## src/rtl/rv32i_types.sv

```systemverilog
`default_nettype none
// ============================================================================
// Package     : rv32i_types
// Description : Shared types for the memory port arbiter. Holds the request
//               record stored in each pending slot, the arbiter state
//               encoding and a helper that turns a cpu-side request into
//               the word-aligned command driven onto the shared memory port.
// Revision    : 1.0 - initial release
// ============================================================================
package rv32i_types;

  // One memory request as seen on either cpu channel.
  typedef struct packed {
    logic [31:0] addr;
    logic [3:0]  rmask;
    logic [3:0]  wmask;
    logic [31:0] wdata;
  } mem_req_t;

  typedef enum logic [1:0] {
    IDLE  = 2'd0,
    SRV_I = 2'd1,
    SRV_D = 2'd2
  } arb_state_t;

  localparam int unsigned C_STREAK_W = 4;

  // Memory-side view of a request: the address is word aligned, and a
  // store (nonzero wmask) suppresses the read mask entirely. Write data is
  // only carried for stores so reads present a clean all-zero wdata.
  function automatic mem_req_t to_mem_cmd(input mem_req_t req);
    mem_req_t cmd;
    cmd      = '0;
    cmd.addr = {req.addr[31:2], 2'b00};
    if (|req.wmask) begin
      cmd.wmask = req.wmask;
      cmd.wdata = req.wdata;
    end else begin
      cmd.rmask = req.rmask;
    end
    return cmd;
  endfunction

endpackage
`default_nettype wire

```

## src/rtl/mem_port_arbiter_req_slot.sv

```systemverilog
`default_nettype none
// ============================================================================
// Module      : req_slot
// Description : Single-entry pending register for one cpu channel. The entry
//               stays valid from capture until its memory response pulses,
//               covering both the waiting and the in-flight phase.
// Ports       : clk        - clock
//               rst        - asynchronous reset, active low
//               req_i      - channel presents a request this cycle
//               req_data_i - request contents
//               done_i     - response pulse for this channel's transaction
//               valid_o    - entry occupied
//               capture_o  - request is being accepted at this edge
//               drop_o     - request arrived while occupied and not finishing
//               data_o     - stored request
// Revision    : 1.0 - initial release
// ============================================================================
module req_slot
  import rv32i_types::*;
(
  input  logic     clk,
  input  logic     rst,
  input  logic     req_i,
  input  mem_req_t req_data_i,
  input  logic     done_i,
  output logic     valid_o,
  output logic     capture_o,
  output logic     drop_o,
  output mem_req_t data_o
);

  logic     valid_q, valid_d;
  mem_req_t data_q,  data_d;

  // A completing entry frees in the same edge, so a back-to-back request on
  // the response cycle is accepted without a gap.
  assign capture_o = req_i && (!valid_q || done_i);
  assign drop_o    = req_i && valid_q && !done_i;

  always_comb begin
    valid_d = valid_q;
    data_d  = data_q;
    if (capture_o) begin
      valid_d = 1'b1;
      data_d  = req_data_i;
    end else if (done_i) begin
      valid_d = 1'b0;
    end
  end

  always_ff @(posedge clk or negedge rst) begin
    if (!rst) begin
      valid_q <= 1'b0;
      data_q  <= '0;
    end else begin
      valid_q <= valid_d;
      data_q  <= data_d;
    end
  end

  assign valid_o = valid_q;
  assign data_o  = data_q;

endmodule
`default_nettype wire

```

## src/rtl/mem_port_arbiter.sv

```systemverilog
`default_nettype none
// ============================================================================
// Module      : mem_port_arbiter
// Description : Serialises the cpu imem and dmem request channels onto one
//               shared multi-cycle memory port. Requests are latched so the
//               cpu may drop them after a single cycle; arbitration favours
//               one channel with a streak limit that protects the other.
// Ports       : clk, rst (async, active low)
//               imem_addr/rmask in, imem_rdata/resp out
//               dmem_addr/rmask/wmask/wdata in, dmem_rdata/resp out
//               mem_addr/rmask/wmask/wdata out (registered), mem_rdata/resp in
// Revision    : 1.0 - initial release
// ============================================================================
module mem_port_arbiter
  import rv32i_types::*;
#(
  parameter bit          DMEM_FIRST = 1'b1,
  parameter int unsigned MAX_STREAK = 4      // legal 1..15
) (
  input  logic        clk,
  input  logic        rst,
  input  logic [31:0] imem_addr,
  input  logic [3:0]  imem_rmask,
  output logic [31:0] imem_rdata,
  output logic        imem_resp,
  input  logic [31:0] dmem_addr,
  input  logic [3:0]  dmem_rmask,
  input  logic [3:0]  dmem_wmask,
  input  logic [31:0] dmem_wdata,
  output logic [31:0] dmem_rdata,
  output logic        dmem_resp,
  output logic [31:0] mem_addr,
  output logic [3:0]  mem_rmask,
  output logic [3:0]  mem_wmask,
  output logic [31:0] mem_wdata,
  input  logic [31:0] mem_rdata,
  input  logic        mem_resp
);

  localparam logic [C_STREAK_W-1:0] C_MAX_STREAK = C_STREAK_W'(MAX_STREAK);
  localparam logic                  C_PRIO_DMEM  = DMEM_FIRST;

  arb_state_t            state_q,  state_d;
  logic [C_STREAK_W-1:0] streak_q, streak_d;
  mem_req_t              mem_q,    mem_d;

  mem_req_t w_imem_in, w_dmem_in;
  mem_req_t w_imem_slot, w_dmem_slot;
  logic     w_imem_req, w_dmem_req;
  logic     w_imem_valid, w_dmem_valid;
  logic     w_imem_capture, w_dmem_capture;
  logic     w_imem_drop, w_dmem_drop;
  logic     w_arbitrate;
  logic     w_cand_imem, w_cand_dmem;
  mem_req_t w_imem_cand, w_dmem_cand;
  logic     grant_dmem;

  assign w_imem_req = |imem_rmask;
  assign w_dmem_req = (|dmem_rmask) || (|dmem_wmask);

  assign w_imem_in = '{addr: imem_addr, rmask: imem_rmask, wmask: 4'h0, wdata: 32'h0};
  assign w_dmem_in = '{addr: dmem_addr, rmask: dmem_rmask, wmask: dmem_wmask, wdata: dmem_wdata};

  assign imem_resp  = mem_resp && (state_q == SRV_I);
  assign dmem_resp  = mem_resp && (state_q == SRV_D);
  assign imem_rdata = mem_rdata;
  assign dmem_rdata = mem_rdata;

  req_slot u_imem_slot (
    .clk        (clk),
    .rst        (rst),
    .req_i      (w_imem_req),
    .req_data_i (w_imem_in),
    .done_i     (imem_resp),
    .valid_o    (w_imem_valid),
    .capture_o  (w_imem_capture),
    .drop_o     (w_imem_drop),
    .data_o     (w_imem_slot)
  );

  req_slot u_dmem_slot (
    .clk        (clk),
    .rst        (rst),
    .req_i      (w_dmem_req),
    .req_data_i (w_dmem_in),
    .done_i     (dmem_resp),
    .valid_o    (w_dmem_valid),
    .capture_o  (w_dmem_capture),
    .drop_o     (w_dmem_drop),
    .data_o     (w_dmem_slot)
  );

  // A new grant can only be issued when the port is free or its current
  // transaction finishes this cycle.
  assign w_arbitrate = (state_q == IDLE) || mem_resp;

  // Slot entries count as candidates unless they are the in-flight one (which
  // is completing whenever we arbitrate). Requests captured at this edge
  // bypass the slot so an idle port is driven on the very next cycle.
  assign w_cand_imem = (w_imem_valid && (state_q != SRV_I)) || w_imem_capture;
  assign w_cand_dmem = (w_dmem_valid && (state_q != SRV_D)) || w_dmem_capture;
  assign w_imem_cand = w_imem_capture ? w_imem_in : w_imem_slot;
  assign w_dmem_cand = w_dmem_capture ? w_dmem_in : w_dmem_slot;

  always_comb begin
    state_d    = state_q;
    streak_d   = streak_q;
    mem_d      = mem_q;
    grant_dmem = 1'b0;
    if (w_arbitrate) begin
      if (w_cand_imem && w_cand_dmem) begin
        // Contention: the streak limit hands one grant to the waiting side.
        if (streak_q == C_MAX_STREAK) begin
          grant_dmem = !C_PRIO_DMEM;
          streak_d   = '0;
        end else begin
          grant_dmem = C_PRIO_DMEM;
          streak_d   = streak_q + 1'b1;
        end
      end else begin
        grant_dmem = w_cand_dmem;
        streak_d   = '0;
      end

      if (w_cand_imem || w_cand_dmem) begin
        state_d = grant_dmem ? SRV_D : SRV_I;
        mem_d   = to_mem_cmd(grant_dmem ? w_dmem_cand : w_imem_cand);
      end else begin
        state_d = IDLE;
        mem_d   = '0;
      end
    end
  end

  always_ff @(posedge clk or negedge rst) begin
    if (!rst) begin
      state_q  <= IDLE;
      streak_q <= '0;
      mem_q    <= '0;
    end else begin
      state_q  <= state_d;
      streak_q <= streak_d;
      mem_q    <= mem_d;
    end
  end

  assign mem_addr  = mem_q.addr;
  assign mem_rmask = mem_q.rmask;
  assign mem_wmask = mem_q.wmask;
  assign mem_wdata = mem_q.wdata;

`ifndef SYNTHESIS
  // Protocol checks on the cpu and memory sides.
  a_imem_no_drop: assert property (@(posedge clk) disable iff (!rst) !w_imem_drop)
    else $error("imem request while slot busy was dropped");
  a_dmem_no_drop: assert property (@(posedge clk) disable iff (!rst) !w_dmem_drop)
    else $error("dmem request while slot busy was dropped");
  a_no_idle_resp: assert property (@(posedge clk) disable iff (!rst) !(mem_resp && state_q == IDLE))
    else $error("mem_resp while no transaction in flight");
`endif

endmodule
`default_nettype wire

```

## config.mk

```make
export PLATFORM = sky130hd
export DESIGN_NAME = mem_port_arbiter
export DESIGN_NICKNAME = d
export VERILOG_FILES = /design/src/rtl/rv32i_types.sv /design/src/rtl/mem_port_arbiter_req_slot.sv /design/src/rtl/mem_port_arbiter.sv
export SDC_FILE = /design/constraint.sdc
export NUM_CORES = 1
export LEC_CHECK = 0
export CORE_MARGIN = 3
export CORE_UTILIZATION = 52
export DETAILED_ROUTE_END_ITERATION = 7
export DONT_BUFFER_PORTS = 1
export PLACE_DENSITY_LB_ADDON = 0.1
export SLEW_MARGIN = 20
export SYNTH_ARGS = -nofsm -noshare
export SYNTH_HDL_FRONTEND = slang
export SYNTH_SLANG_ARGS = --single-unit
```

## constraint.sdc

```tcl
create_clock -name clk -period 4.8 [get_ports clk]
set_input_delay 0.96 -clock clk [delete_from_list [all_inputs] [get_ports clk]]
set_output_delay 0.96 -clock clk [all_outputs]
set_load 0.01 [all_outputs]
```

=== Word level (Yosys, flattened, before mapping) ===
Cells that the tools add are included.

* Register bits after elaboration: 224
* Output and inout port bits: 138
* Word-level logic and storage cells: 62

* Add/sub/neg operators: 1
* Equality and inequality tests: 5
* Multiplexer cells: 17
* Reductions and logical operators: 23

{| class="wikitable"
|+ Operators by type and width
! kind !! count
|-
| 2-to-1 mux 72 bit || 4
|-
| 2-to-1 mux 36 bit || 1
|-
| OR reduction 4 bit || 4
|-
| 2-to-1 mux 4 bit || 3
|-
| logical AND 1 bit || 7
|-
| logical OR 1 bit || 7
|-
| 2-to-1 mux 1 bit || 7
|-
| adder 4 x 1 -> 4 bit (second input constant) || 1
|-
| equality test 4 x 3 -> 1 bit (second input constant) || 1
|-
| 2-to-1 mux 2 bit || 2
|-
| nonzero test 2 bit || 2
|-
| equality test 2 x 1 -> 1 bit (second input constant) || 1
|-
| equality test 2 bit (second input constant) || 1
|-
| zero test 1 bit || 2
|-
| zero test 2 bit || 1
|-
| inequality test 2 x 1 -> 1 bit (second input constant) || 1
|-
| inequality test 2 bit (second input constant) || 1
|}

=== Longest topological paths before layout ===
Gate-level depths: netlist of run 1.

* Depth after elaboration: 12
* Gate-level depth with buffers: 8
* Depth with buffers taken out: 6

=== Cells and area by module ===
A second synthesis of run 1 with hierarchy kept.

* Cells, all modules: 887
* Area, all modules: 11016.8 µm²

{| class="wikitable"
|+ By module, submodules not included
! module !! instances !! cells each !! area an instance (µm²)
|-
| req_slot || 2 || 158 || 2756.4
|-
| mem_port_arbiter || 1 || 571 || 5504.0
|}

=== Worst setup path before layout of run 1 ===
OpenSTA, ideal clock, no wires.

* Path kind: input port to flip-flop
* Start: input dmem_rmask[3]
* End: register mem_q (netlist bit mem_wdata[17])
* Setup time: 121 ps
* Data arrival time: 2595 ps
* Data required time: 4679 ps
* Slack: 2084 ps
* Stages: 8
* Buffers on the path: 3
* Cell sequence: nor4_2 a22o_1 buf_6 a22o_1 buf_6 buf_6 mux2_4 a22o_1

* Word-level cells in the longest chain between the ends: 11
* Elaborated cells on any way between the ends: 13
* Classes of those cells: mux (6); reduce/logical (7)

{| class="wikitable"
|+ RTL lines
! what !! line !! text
|-
| from (decl) || mem_port_arbiter.sv:27 || <nowiki>input logic [3:0] dmem_rmask,</nowiki>
|-
| OR reduction 4 bit (*) || mem_port_arbiter.sv:59 || <nowiki>assign w_dmem_req = (|dmem_rmask) || (|dmem_wmask);</nowiki>
|-
| logical OR 1 bit (*) || mem_port_arbiter.sv:59 ||
|-
| logical AND 1 bit (*) || mem_port_arbiter_req_slot.sv:37 || <nowiki>assign capture_o = req_i && (!valid_q || done_i);</nowiki>
|-
| logical OR 1 bit || mem_port_arbiter.sv:101 || <nowiki>assign w_cand_dmem = (w_dmem_valid && (state_q != SRV_D)) || w_dmem_capture;</nowiki>
|-
| logical AND 1 bit || mem_port_arbiter.sv:111 || <nowiki>if (w_cand_imem && w_cand_dmem) begin</nowiki>
|-
| 2-to-1 mux 1 bit || mem_port_arbiter.sv:111 ||
|-
| 2-to-1 mux 1 bit || mem_port_arbiter.sv:110 || <nowiki>if (w_arbitrate) begin</nowiki>
|-
| 2-to-1 mux 72 bit || mem_port_arbiter.sv:127 || <nowiki>mem_d = to_mem_cmd(grant_dmem ? w_dmem_cand : w_imem_cand);</nowiki>
|-
| OR reduction 4 bit || rv32i_types.sv:35 || <nowiki>if (|req.wmask) begin</nowiki>
|-
| 2-to-1 mux 36 bit || rv32i_types.sv:35 ||
|-
| 2-to-1 mux 72 bit (*) || mem_port_arbiter.sv:125 || <nowiki>if (w_cand_imem || w_cand_dmem) begin</nowiki>
|-
| to (signal assigned) || mem_port_arbiter.sv:143 || <nowiki>mem_q <= mem_d;</nowiki>
|-
| to (decl) || mem_port_arbiter.sv:45 || <nowiki>mem_req_t mem_q, mem_d;</nowiki>
|}

Mark *: on every way between the ends. The rest lies on a longest branch, timed or not. The select of a mux whose other input is x is not followed.
A chain may end at the register's enable or synchronous reset.

=== Final worst setup path of run 1 ===
* Start: input dmem_rmask[3]
* End: register mem_q (netlist bit mem_addr[8])

* Word-level cells in the longest chain between the ends: 9
* Elaborated cells on any way between the ends: 11
* Classes of those cells: mux (5); reduce/logical (6)

{| class="wikitable"
|+ RTL lines
! what !! line
|-
| OR reduction 4 bit (*) || mem_port_arbiter.sv:59
|-
| logical OR 1 bit (*) || mem_port_arbiter.sv:59
|-
| logical AND 1 bit (*) || mem_port_arbiter_req_slot.sv:37
|-
| logical OR 1 bit || mem_port_arbiter.sv:101
|-
| logical AND 1 bit || mem_port_arbiter.sv:111
|-
| 2-to-1 mux 1 bit || mem_port_arbiter.sv:111
|-
| 2-to-1 mux 1 bit || mem_port_arbiter.sv:110
|-
| 2-to-1 mux 72 bit || mem_port_arbiter.sv:127
|-
| 2-to-1 mux 72 bit (*) || mem_port_arbiter.sv:125
|}

Marked as above.

==> results of run 1 <==
## critical path: cells and delay by family
kind	cells	cell delay, ns
compound gates	3	0.76
buf+inv	2	0.79
simple gates	2	0.73
## how the worst max path moves through the flow
| stage | slack, ns | to | depth (start not counted) | start |
|---|---|---|---|---|
| 2_1_floorplan | 2.08 | mem_wdata[17] | 8 | dmem_rmask[3] |
| 3_3_place_gp | 1.46 | mem_addr[5] | 7 | dmem_rmask[3] |
| 3_5_place_dp | 1.39 | mem_addr[8] | 7 | dmem_rmask[3] |
| 4_1_cts | 1.92 | mem_addr[8] | 7 | dmem_rmask[3] |
| 5_1_grt | 1.74 | mem_wdata[8] | 6 | state_q[1] |
| 6_report | 1.93 | mem_addr[8] | 7 | dmem_rmask[3] |
## state kept, by name (all words and copies together), names as in the netlist, 2 cells and up
| name | cells |
|---|---|
| mem_addr | 30 |
| mem_rmask | 4 |
| mem_wdata | 32 |
| mem_wmask | 4 |
| state_q | 2 |
| streak_q | 4 |
| u_dmem_slot.data_o | 70 |
| u_imem_slot.data_o | 70 |
## report_power, final
part / total (mW) / switching [mW] / internal, mW
Sequential: 3.05 / 0.479 / 2.57
Combinational: 2.39 / 1.17 / 1.22
Clock: 1.78 / 0.693 / 1.08
Total: 7.22 / 2.34 / 4.88
## cell usage after synthesis (2+ instances only)
cell	count
nand2_1	117
and2_1	36
a22o_1	38
a221o_1	30
mux2_2	88
ha_1	2
a2bb2oi_1	5
and3_1	63
a21oi_1	6
mux2_4	14
nor2_1	5
buf_2	13
nand2b_1	2
o22ai_1	8
nor4_2	2
inv_1	8
buf_4	67
nand3_1	5
dfrtp_1	218
clkbuf_1	34
buf_6	5
o21ai_0	6
mux2i_1	6
a22oi_1	2
## per-stage QoR
stage	util (%)	cell area (um2)	hold slack [ns]	instances	power, mW
6_report	55.6	10100	0.155	964	7.22
5_1_grt	55.6	10100	0.127	964	7.70
4_1_cts	55.6	10000	0.130	962	7.31
3_5_place_dp	51.3	9270	0.460	919	5.50
3_3_place_gp	51.3	9270	0.456	919	5.39
2_1_floorplan	-	9620	0.442	797	5.02
## cell families (layout without fill, tap and decap cells)
logic type / count (synthesis) / count (layout) / share of synthesized area (%)
mux: 108 / 108 / 13.1
compound gates: 102 / 102 / 9.12
flops: 218 / 218 / 56.7
buf+inv: 127 / 63 / 8.13
other cells: 1 / 4 / 0.0390
fa+ha+maj: 2 / 2 / 0.260
simple gates: 238 / 238 / 12.6
## per-layer routing
metal  up-vias  share of wire, %  GRT usage [%]
met5         -              0.13              0
met1      2757                41           26.2
met3        57                10           8.17
met2       224                46           31.0
li1       2558                 -              -
met4         4               2.8           6.06
## cell type report
class                   count  area (um2)  share of cell area (%)
flip-flops and latches    218        5460                    54.3
repair buffers             12        90.1                   0.896
clock buffers              38         724                    7.21
inverters                   8        30.0                   0.299
clock inverters             5        50.0                   0.498
diodes                      2        5.00                  0.0498
well taps                 229         287                    2.85
multi-input cells         452        3410                    33.9
==> metrics.md, run 1 <==
| Metric | Value |
|---|---|
| Slowest stage delay, CP | `0.50 ns` |
| Die width | `~140 um` |
| Setup WS pre-CTS | `~1.4 ns` |
| DP HPWL | `roughly 13 mm` |
| Leading cell type in the layout, fill and taps excluded | `dfrtp_1` |
| DIE AREA | `about 20000 um2` |
| Setup TNS | `0 ns` |
| Clock-pin slew on the worst setup and hold paths | `approximately 0.06 ns` |
| Mapped cell area | `slightly below 10000 um2` |
| Initial Util | `between 50% and 60%` |
| Synth top area cells | `dfrtp_1 57%, mux2_2 10%, buf_4 5.2%` |
| Post-CTS resize count | `0` |
| Tot GR Track Use | `20.1%` |
| Nets | `861` |
| TritonCTS Buffers | `24` |
| Max Cap Violations | `0` |
| GRT overflow | `0` |
| Synth Area per Inst | `12.1 um2` |
| Unrepaired setup endpoints after global routing | `false` |
| Netlist cell types | `40` |
| Worst setup margin | `~1.9 ns` |
| Sequential share of the synthesized area | `56.7%` |
| Crit-path cells | `nor4_2 -> a22o_2 -> buf_4 -> a22oi_2 -> buf_4 -> and3_1 -> a221o_1` |
| Crit path time final | `about 2.9 ns` |
| Asr flop ratio synth | `100%` |
| Clock Skew | `around 0.012 ns` |
| Top_reg_cell synth | `dfrtp_1` |
| # clock sinks | `218` |
| Fillers | `approximately 1500` |
| Reg2reg end | `mem_wdata[9]` |
| Highest-count cells in the layout ignoring fill and taps | `218 x dfrtp_1, 117 x nand2_1, 88 x mux2_2` |
| Row cnt | `~50` |
| Final Hold Violating Endpoints | `0` |
| Reg2reg path depth | `6` |
| Synth top area share | `56.7%` |
| Pre-Repair DR Iteration Count | `5` |
| Power Density | `between 700 and 800 nW/um2` |
| DRT Wirelength | `20.2 mm` |
| Worst VDD drop | `between 300 and 400 uV` |
| Max Clk Rate | `between 300 and 400 MHz` |
| Type of origin of the critical path | `input port` |
| Synth Register Bits | `roughly 220` |
| Drt wl/cell | `around 21 um` |
| HP Class | `input port to asynchronous set/reset pin` |
| Io pins | `281` |
| H-tree depth | `1` |
| # Post-CTS Setup Buffers | `0` |
| Finish-stage setup viols | `0` |
| Period utilization | `59.8%` |
| Clock root buffer master | `clkbuf_16` |
| Layout cells sized above 1 | `22.2%` |
| First-pass GRT wire length | `approximately 33 mm` |
| Measured slew at the worst slew-check pin | `about 1.0 ns` |
| Maximum net fanout on the critical path | `44` |
| Worst skew pair latency | `about 0.50 ns` |
| Vias per inst | `about 5.8` |
| Vias in the first global route | `6037` |
| Leak | `between 4 and 5 nW` |
| Final Max Slew Viols | `0` |
| Yosys top cell by area | `dfrtp_1` |
| Yosys warns | `0` |
| Slew margin rel. | `approximately a third` |
| Clock Path Buffers | `3` |
| Port Buf Inserts | `0` |
| Run status | `complete, no violations` |
| Slowest CP cell | `nor4_2` |
| RR Startpoint | `state_q[1]` |
| Post-Syn Instances | `around 800` |
| CP Class | `input port to register` |
| DRT iter0 DRCs | `between 200 and 300` |
| Area grow syn2layout | `4.53%` |
| Antenna viol nets, final | `0` |
| Post-CTS Hold Buffers | `0` |
| Initial antenna violation count | `4` |
| CTS tree | `yes` |
| Largest net degree at the start of global routing | `approximately 220` |
| Crit path DAT | `between 3 and 4 ns` |
| Die Y | `approximately 140 um` |
| Reg2Reg Setup Slack | `just under 2 ns` |
| CORE AREA | `~18000 um2` |
| Worst Setup End Kind | `register` |
| Residual DRC | `0` |
| Crit path top cell by count | `buf_4` |
| Final GP Congestion | `0.768` |
| Via count | `5600` |
| Worst EP required | `around 5.2 ns` |
| Post-synth EDFFs | `0` |
Note: power is estimated with default switching activity, not from simulation.
==> run 2: changes to the inputs <==
--- a/config.mk
+++ b/config.mk
@@ -5,6 +5,7 @@
 export SDC_FILE = /design/constraint.sdc
 export NUM_CORES = 1
 export LEC_CHECK = 0
+export ABC_AREA = 1
 export CORE_MARGIN = 3
 export CORE_UTILIZATION = 52
 export DETAILED_ROUTE_END_ITERATION = 7
==> constraint.sdc (replaced) <==
create_clock -name clk -period 2.8 [get_ports clk]
set_input_delay 0.56 -clock clk [delete_from_list [all_inputs] [get_ports clk]]
set_output_delay 0.56 -clock clk [all_outputs]
set_load 0.01 [all_outputs]
==> run 2 against run 1 <==
The flow now finishes with violations (hold timing); count of clock-buffer cells in the layout is 5 lower; area after synthesis is 1.6% lower; hold slack worse by 0.41 ns; combinational power is 110% higher; first-iteration DRC count is 34% higher; via count is 17% higher; clock power is 71% higher; largest power group unchanged; critical path depth is 5 higher; core utilization is 0.86 points higher; routed wire length is 7.6% higher.
==> metrics.md, run 2 <==
| Metric | Value |
|---|---|
| Period utilization | `82.3%` |
| Clock Skew | `approximately 0.018 ns` |
| Pre-Repair DR Iteration Count | `5` |
| Worst EP required | `between 3 and 4 ns` |
| Finished Cell Area | `just under 10000 um2` |
| Drt wl/cell | `between 15 and 20 um` |
| HP Class | `input port to asynchronous set/reset pin` |
| Crit-path cells | `inv_2 -> nand3_1 -> nand2_1 -> o21ai_4 -> inv_2 -> buf_4 -> nand2_1 -> nand2_1 -> nor2_1 -> nor2_1 -> nand2_1 -> nand2_1` |
| H-tree depth | `1` |
| Initial antenna violation count | `0` |
| # clock sinks | `between 200 and 250` |
| Max Cap Violations | `0` |
| DP Area | `~9100 um2` |
| Slew margin rel. | `59.3%` |
| Die Y | `~140 um` |
| CP Class | `register to register` |
| Crit path time final | `roughly 2.3 ns` |
| Mapped cell area | `about 9500 um2` |
| DIE AREA | `between 15000 and 20000 um2` |
| Top_reg_cell synth | `dfrtp_1` |
| Port Buf Inserts | `0` |
| Synth Register Bits | `roughly 220` |
| Internal power | `7.75 mW` |
| Top cells by count, synth | `530 x nand2_1, 218 x dfrtp_1, 120 x nor2_1, 66 x buf_4, 54 x inv_1` |
| Antenna viol nets, final | `0` |
| Netlist cell types | `27` |
| Vias in the first global route | `6885` |
| Row cnt | `48` |
| TritonCTS Buffers | `23` |
| # Post-CTS Setup Buffers | `0` |
| Most frequent cell after synthesis | `nand2_1` |
| Type of origin of the critical path | `register` |
| Sequential share of the synthesized area | `57.7%` |
| DP HPWL | `13.2 mm` |
| Clock-pin slew on the worst setup and hold paths | `roughly 0.06 ns` |
| Multiplexer share of the synthesized area | `0%` |
| Leading cell type in the layout, fill and taps excluded | `nand2_1` |
| DRT Wirelength | `between 20 and 25 mm` |
| Crit path DAT | `between 2 and 3 ns` |
| Post-Syn Instances | `approximately 1100` |
| Post-Synth Simple-Gate Area | `between 20% and 30%` |
| Clock root buffer master | `clkbuf_16` |
| Clock power share | `a little under a quarter` |
| Setup TNS | `0 ns` |
| Reg power frac | `slightly below 40%` |
| Largest family of logic cells by synthesized area | `simple AND/OR/NAND/NOR gates` |
| Post-synth EDFFs | `0` |
| Via count | `6559` |
| CP delay by family, top | `buffers and inverters` |
| Maximum net fanout on the critical path | `50` |
| CTS tree | `yes` |
| Slowest stage delay, CP | `0.57 ns` |
| Worst VDD drop | `~610 uV` |
| Synth top area cells | `dfrtp_1 58%, nand2_1 21%, buf_4 5.2%` |
| Residual DRC | `0` |
| Power share of the combinational group | `around 38%` |
| CORE AREA | `about 18000 um2` |
| Synth Area in Adders | `0.265%` |
| Crit path top cell by count | `nand2_1` |
| Io pins | `around 280` |
| Largest net degree at the start of global routing | `between 200 and 250` |
| Yosys top cell by area | `dfrtp_1` |
| Initial Util | `53.9%` |
| Post-Synth XOR/XNOR Area | `less than 1%` |
| Hold Slack | `-0.256 ns` |
| Synth Area per Inst | `8.25 um2` |
| Highest-count cells in the layout ignoring fill and taps | `529 x nand2_1, 218 x dfrtp_1, 116 x nor2_1` |
| Post-CTS resize count | `0` |
| Final Max Slew Viols | `0` |
| Run status | `complete, but fails checks` |
| Worst skew pair latency | `a little over 0.5 ns` |
| Max Clk Rate | `~430 MHz` |
| Leak | `5.25 nW` |
| Final GP Congestion | `just under 0.8` |
| Final Hold Violating Endpoints | `about 220` |
| Nets | `roughly 1200` |
| Switching pwr | `approximately 5.4 mW` |
| Measured slew at the worst slew-check pin | `0.610 ns` |
| WP buf/inv | `3` |
| Vias per inst | `around 5.0` |
| Sw frac | `41.3%` |
| Yosys warns | `0` |
| GRT overflow | `0` |
| Layout cells sized above 1 | `under 10%` |
| Die width | `roughly 140 um` |
| DRT iter0 DRCs | `slightly below 400` |
| Finish-stage setup viols | `0` |
| Power Density | `about 1300 nW/um2` |
| Failing checks | `hold timing` |
| Synth top area share | `between 50% and 60%` |
| First-pass GRT wire length | `36.1 mm` |
| Asr flop ratio synth | `100%` |
| Clock Path Buffers | `3` |
| Tot GR Track Use | `between 20 and 25%` |
| Compound-Gate Fraction of Synth Area | `~3%` |
| Area grow syn2layout | `4.64%` |
| Unrepaired setup endpoints after global routing | `false` |
| Slowest CP cell | `buf_4` |
| Worst Setup End Kind | `register` |
| Diode count | `0` |
-- run 2: cell count changes after synthesis, moves of 14 or more --
cell / change
o21ai_0: +29
nand3_1: +34
mux2_2: -88
a22o_1: -34
inv_1: +46
nor2_1: +115
mux2_4: -14
nand2_1: +413
a221o_1: -30
and3_1: -63
and2_1: -36
-- run 2: worst paths after layout --
| kind | endpoint | depth (start not counted) | start | slack (ns) |
|---|---|---|---|---|
| min | mem_wdata[22] | 0 | rst | -0.26 |
| max in group asynchronous | mem_wdata[6] | 0 | rst | 2.70 |
| max | mem_wdata[23] | 12 | state_q[0] | 0.50 |
| max reg2reg | mem_wdata[23] | 12 | state_q[0] | 0.50 |
| min in group clk | state_q[0] | 1 | mem_resp | 0.15 |
| min reg2reg | u_dmem_slot.data_o[65] | 2 | u_dmem_slot.data_o[65] | 0.47 |
-- run 2: cell families after synthesis --
kind of cell / after synthesis
adder cells (fa/ha/maj): 2
flip-flops: 218
other: 1
XOR/XNOR: 2
AND/OR/NAND/NOR: 698
AO/OA/AOI/OAI: 49
buffers and inverters: 177
-- run 2: power groups by stage --
stage	sequential [mW]	combinational (mW)	clock (mW)
2_1_floorplan	4.99	4.04	0
3_3_place_gp	5.16	4.97	0
3_5_place_dp	5.18	5.07	0
4_1_cts	5.14	5.10	3.13
5_1_grt	5.25	5.89	3.24
6_report	5.12	5.01	3.05
-- run 2: stage by stage --
stage / util [%] / hold WS [ns] / setup WS (ns) / instances / total power, mW
2_1_floorplan: - / 0.264 / 0.817 / 1148 / 9.04
3_3_place_gp: 52.1 / 0.269 / 0.319 / 1268 / 10.1
3_5_place_dp: 52.1 / 0.269 / 0.317 / 1268 / 10.2
4_1_cts: 56.4 / -0.274 / 0.463 / 1309 / 13.4
5_1_grt: 56.4 / -0.272 / 0.151 / 1309 / 14.4
6_report: 56.4 / -0.256 / 0.496 / 1309 / 13.2
-- run 2: worst register-to-register path: stages, from the launching register on --
cell and delay, ns:
dfrtp_1 0.41, inv_2 0.07, nand3_1 0.08, nand2_1 0.17, o21ai_4 0.11, inv_2 0.28, buf_4 0.58, nand2_1 0.13
nand2_1 0.12, nor2_1 0.04, nor2_1 0.11, nand2_1 0.07, nand2_1 0.07
-- run 2: area by class of cell --
cell class,instances,area (um2)
fillers,1694,7640
flip-flops and latches,218,5460
multi-input cells,753,3060
clock buffers,33,663
well taps,225,282
inverters,57,214
repair buffers,15,125
clock inverters,8,96.3
-- run 2: metal layers --
metal  vias up  routed length (um)  track usage [%]  share of wire (%)
met5         -                   0                0                  0
li1       3260                   -                -                  -
met1      3090                9600             30.1                 44
met2       159               10100             35.9                 47
met3        50                1480             5.43                6.8
met4         0                 552             7.19                2.5
==> run 3: changes to the inputs <==
--- a/config.mk
+++ b/config.mk
@@ -5,7 +5,7 @@
 export SDC_FILE = /design/constraint.sdc
 export NUM_CORES = 1
 export LEC_CHECK = 0
-export ABC_AREA = 1
+export ABC_AREA = 0
 export CORE_MARGIN = 3
 export CORE_UTILIZATION = 52
 export DETAILED_ROUTE_END_ITERATION = 7
==> constraint.sdc (replaced) <==
create_clock -name clk -period 2.18 [get_ports clk]
set_input_delay 0.436 -clock clk [delete_from_list [all_inputs] [get_ports clk]]
set_output_delay 0.436 -clock clk [all_outputs]
set_load 0.01 [all_outputs]
==> run 3 against run 2 <==
The flow still finishes with violations (hold timing); clock power up 25%; highest routed layer is now met5; sequential power rose by 31%; cell area rose by 4.7%; flip-flop and latch count is the same; total power up 24%; sequential share of layout area decreased by 2.5 points; first-iteration DRC count down 26%; core utilization up 0.87 points; setup slack got worse by 0.40 ns; via count is 11% lower; count of clock-buffer cells in the layout increased by 2; register-to-register slack lost 0.40 ns.
==> metrics.md, run 3 (synthesized netlist as in run 1, its figures left out) <==
| Metric | Value |
|---|---|
| GRT overflow | `0` |
| Crit path DAT | `approximately 2.5 ns` |
| Slew margin rel. | `between 60% and 70%` |
| CORE AREA | `between 15000 and 20000 um2` |
| Unrepaired setup endpoints after global routing | `false` |
| Max Cap Violations | `0` |
| Crit path time final | `2.08 ns` |
| Final GP Congestion | `a little over 0.8` |
| Cell Count Post-Placement | `between 900 and 1000` |
| Period utilization | `a little over nine tenths` |
| Type of origin of the critical path | `register` |
| CTS tree | `yes` |
| Port Buf Inserts | `0` |
| Initial Util | `between 50 and 60%` |
| H-tree depth | `1` |
| Fin util | `~57%` |
| Reg2reg end | `mem_wdata[29]` |
| Setup TNS | `0 ns` |
| Measured slew at the worst slew-check pin | `0.572 ns` |
| CP Class | `register to register` |
| Die Y | `approximately 140 um` |
| Reg2Reg Setup Slack | `~0.098 ns` |
| DIE AREA | `between 20000 and 25000 um2` |
| Initial antenna violation count | `3` |
| Failing checks | `hold timing` |
| Worst Setup End Kind | `register` |
| Finish-stage setup viols | `0` |
| DP HPWL | `between 10 and 15 mm` |
| Worst EP required | `2.57 ns` |
| Row cnt | `a little under 50` |
| Clock root buffer master | `clkbuf_16` |
| RR Startpoint | `state_q[1]` |
| Tot GR Track Use | `about a fifth` |
| Worst skew pair latency | `between 0.5 and 0.6 ns` |
| Max Clk Rate | `around 480 MHz` |
| Leak | `5.03 nW` |
| Die width | `between 100 and 150 um` |
| # clock sinks | `about 220` |
| DP Area | `9540 um2` |
| Leading cell type in the layout, fill and taps excluded | `dfrtp_1` |
| Pre-Repair DR Iteration Count | `4` |
| DRT iter0 DRCs | `291` |
| First-pass GRT wire length | `around 33 mm` |
| Largest net degree at the start of global routing | `between 200 and 250` |
| Final Max Slew Viols | `0` |
| Vias in the first global route | `6134` |
| Power Density | `roughly 1600 nW/um2` |
| Antenna viol nets, final | `0` |
| TritonCTS Buffers | `24` |
| Layout cells sized above 1 | `24.7%` |
| Clock Skew | `~0.014 ns` |
| Run status | `complete, but fails checks` |
| Clock Path Buffers | `3` |
| Clock-pin slew on the worst setup and hold paths | `around 0.06 ns` |
| Finished Cell Area | `a little over 10000 um2` |
| Hold Slack | `-0.373 ns` |
| Fillers | `~1500` |
| DRT Wirelength | `between 20 and 25 mm` |
| Setup WS pre-CTS | `-0.0140 ns` |
| Power Total | `approximately 16 mW` |
| Worst VDD drop | `between 900 and 1000 uV` |
| Io pins | `~280` |
| Vias per inst | `between 5 and 6` |
| Worst setup margin | `0.0978 ns` |
| Nets | `885` |
| Final Hold Violating Endpoints | `218` |
| Via count | `just under 6000` |
| Reg2reg path depth | `7` |
| Residual DRC | `0` |
| Maximum net fanout on the critical path | `11` |
| Fin cells | `slightly below 1000` |
| Area grow syn2layout | `7.79%` |
| HP Class | `input port to asynchronous set/reset pin` |
| Highest-count cells in the layout ignoring fill and taps | `218 x dfrtp_1, 117 x nand2_1, 88 x mux2_2` |
| Drt wl/cell | `between 20 and 25 um` |
-- run 3: changes by cell type in the layout (fill, tap and decap cells not counted), moves of 12 or more --
cell,change
nand2_1,-412
mux2_2,+88
buf_4,+12
a221o_1,+30
and2_1,+36
a22o_1,+32
inv_1,-45
nor2_1,-113
and3_1,+63
o21ai_0,-29
nand3_1,-34
mux2_4,+14
-- run 3: repair_timing --
item,in CTS,in global routing
setup buffers,0,1
gates cloned,0,1
pin swaps,1,1
endpoints found under the hold margin,218,218
resized for setup,3,3
endpoints found under the setup margin,32,50
-- run 3: final cells by class --
cell class | count | area, um2 | area share, %
clock inverter | 7 | 60.1 | 0.579
clock buffer | 35 | 683 | 6.59
antenna | 2 | 5.00 | 0.0483
inverter | 8 | 30.0 | 0.290
timing repair buffer | 36 | 383 | 3.69
multi-input combinational | 452 | 3460 | 33.4
tap | 229 | 287 | 2.76
sequential | 218 | 5460 | 52.6
-- run 3: worst max-delay path by stage --
stage / start / end / slack, ns / cells after the start
finish: state_q[1] / mem_wdata[29] / 0.1 / 7
global route: state_q[1] / mem_wdata[14] / 0.002 / 7
CTS: state_q[0] / mem_wdata[14] / 0.002 / 6
detailed placement: state_q[0] / mem_wdata[23] / -0.01 / 6
global placement: dmem_rmask[3] / mem_wdata[13] / 0.02 / 6
floorplan: state_q[0] / mem_wdata[17] / 0.03 / 8
-- run 3: routing by layer --
metal  track usage, %  wire, um  up-vias
met2             32.0      9540      219
met1             26.0      8710     2929
met3             7.69      1920       49
met5                0        13        -
met4             6.16       575        2
li1                 -         -     2607
-- run 3: report_power, final --
part	leakage [nW]	total [mW]	internal, mW	switching [mW]
combinational	1.95	5.84	3.12	2.72
sequential	2.71	6.72	5.67	1.05
clock	0.370	3.82	2.28	1.54
-- run 3: worst max-delay path, stage by stage (launching register included) --
cell and delay, ns:
dfrtp_1 0.47, nand3b_4 0.12, a22oi_2 0.21, buf_6 0.16, buf_6 0.17, mux2_2 0.37
mux2_4 0.28, a22o_1 0.20
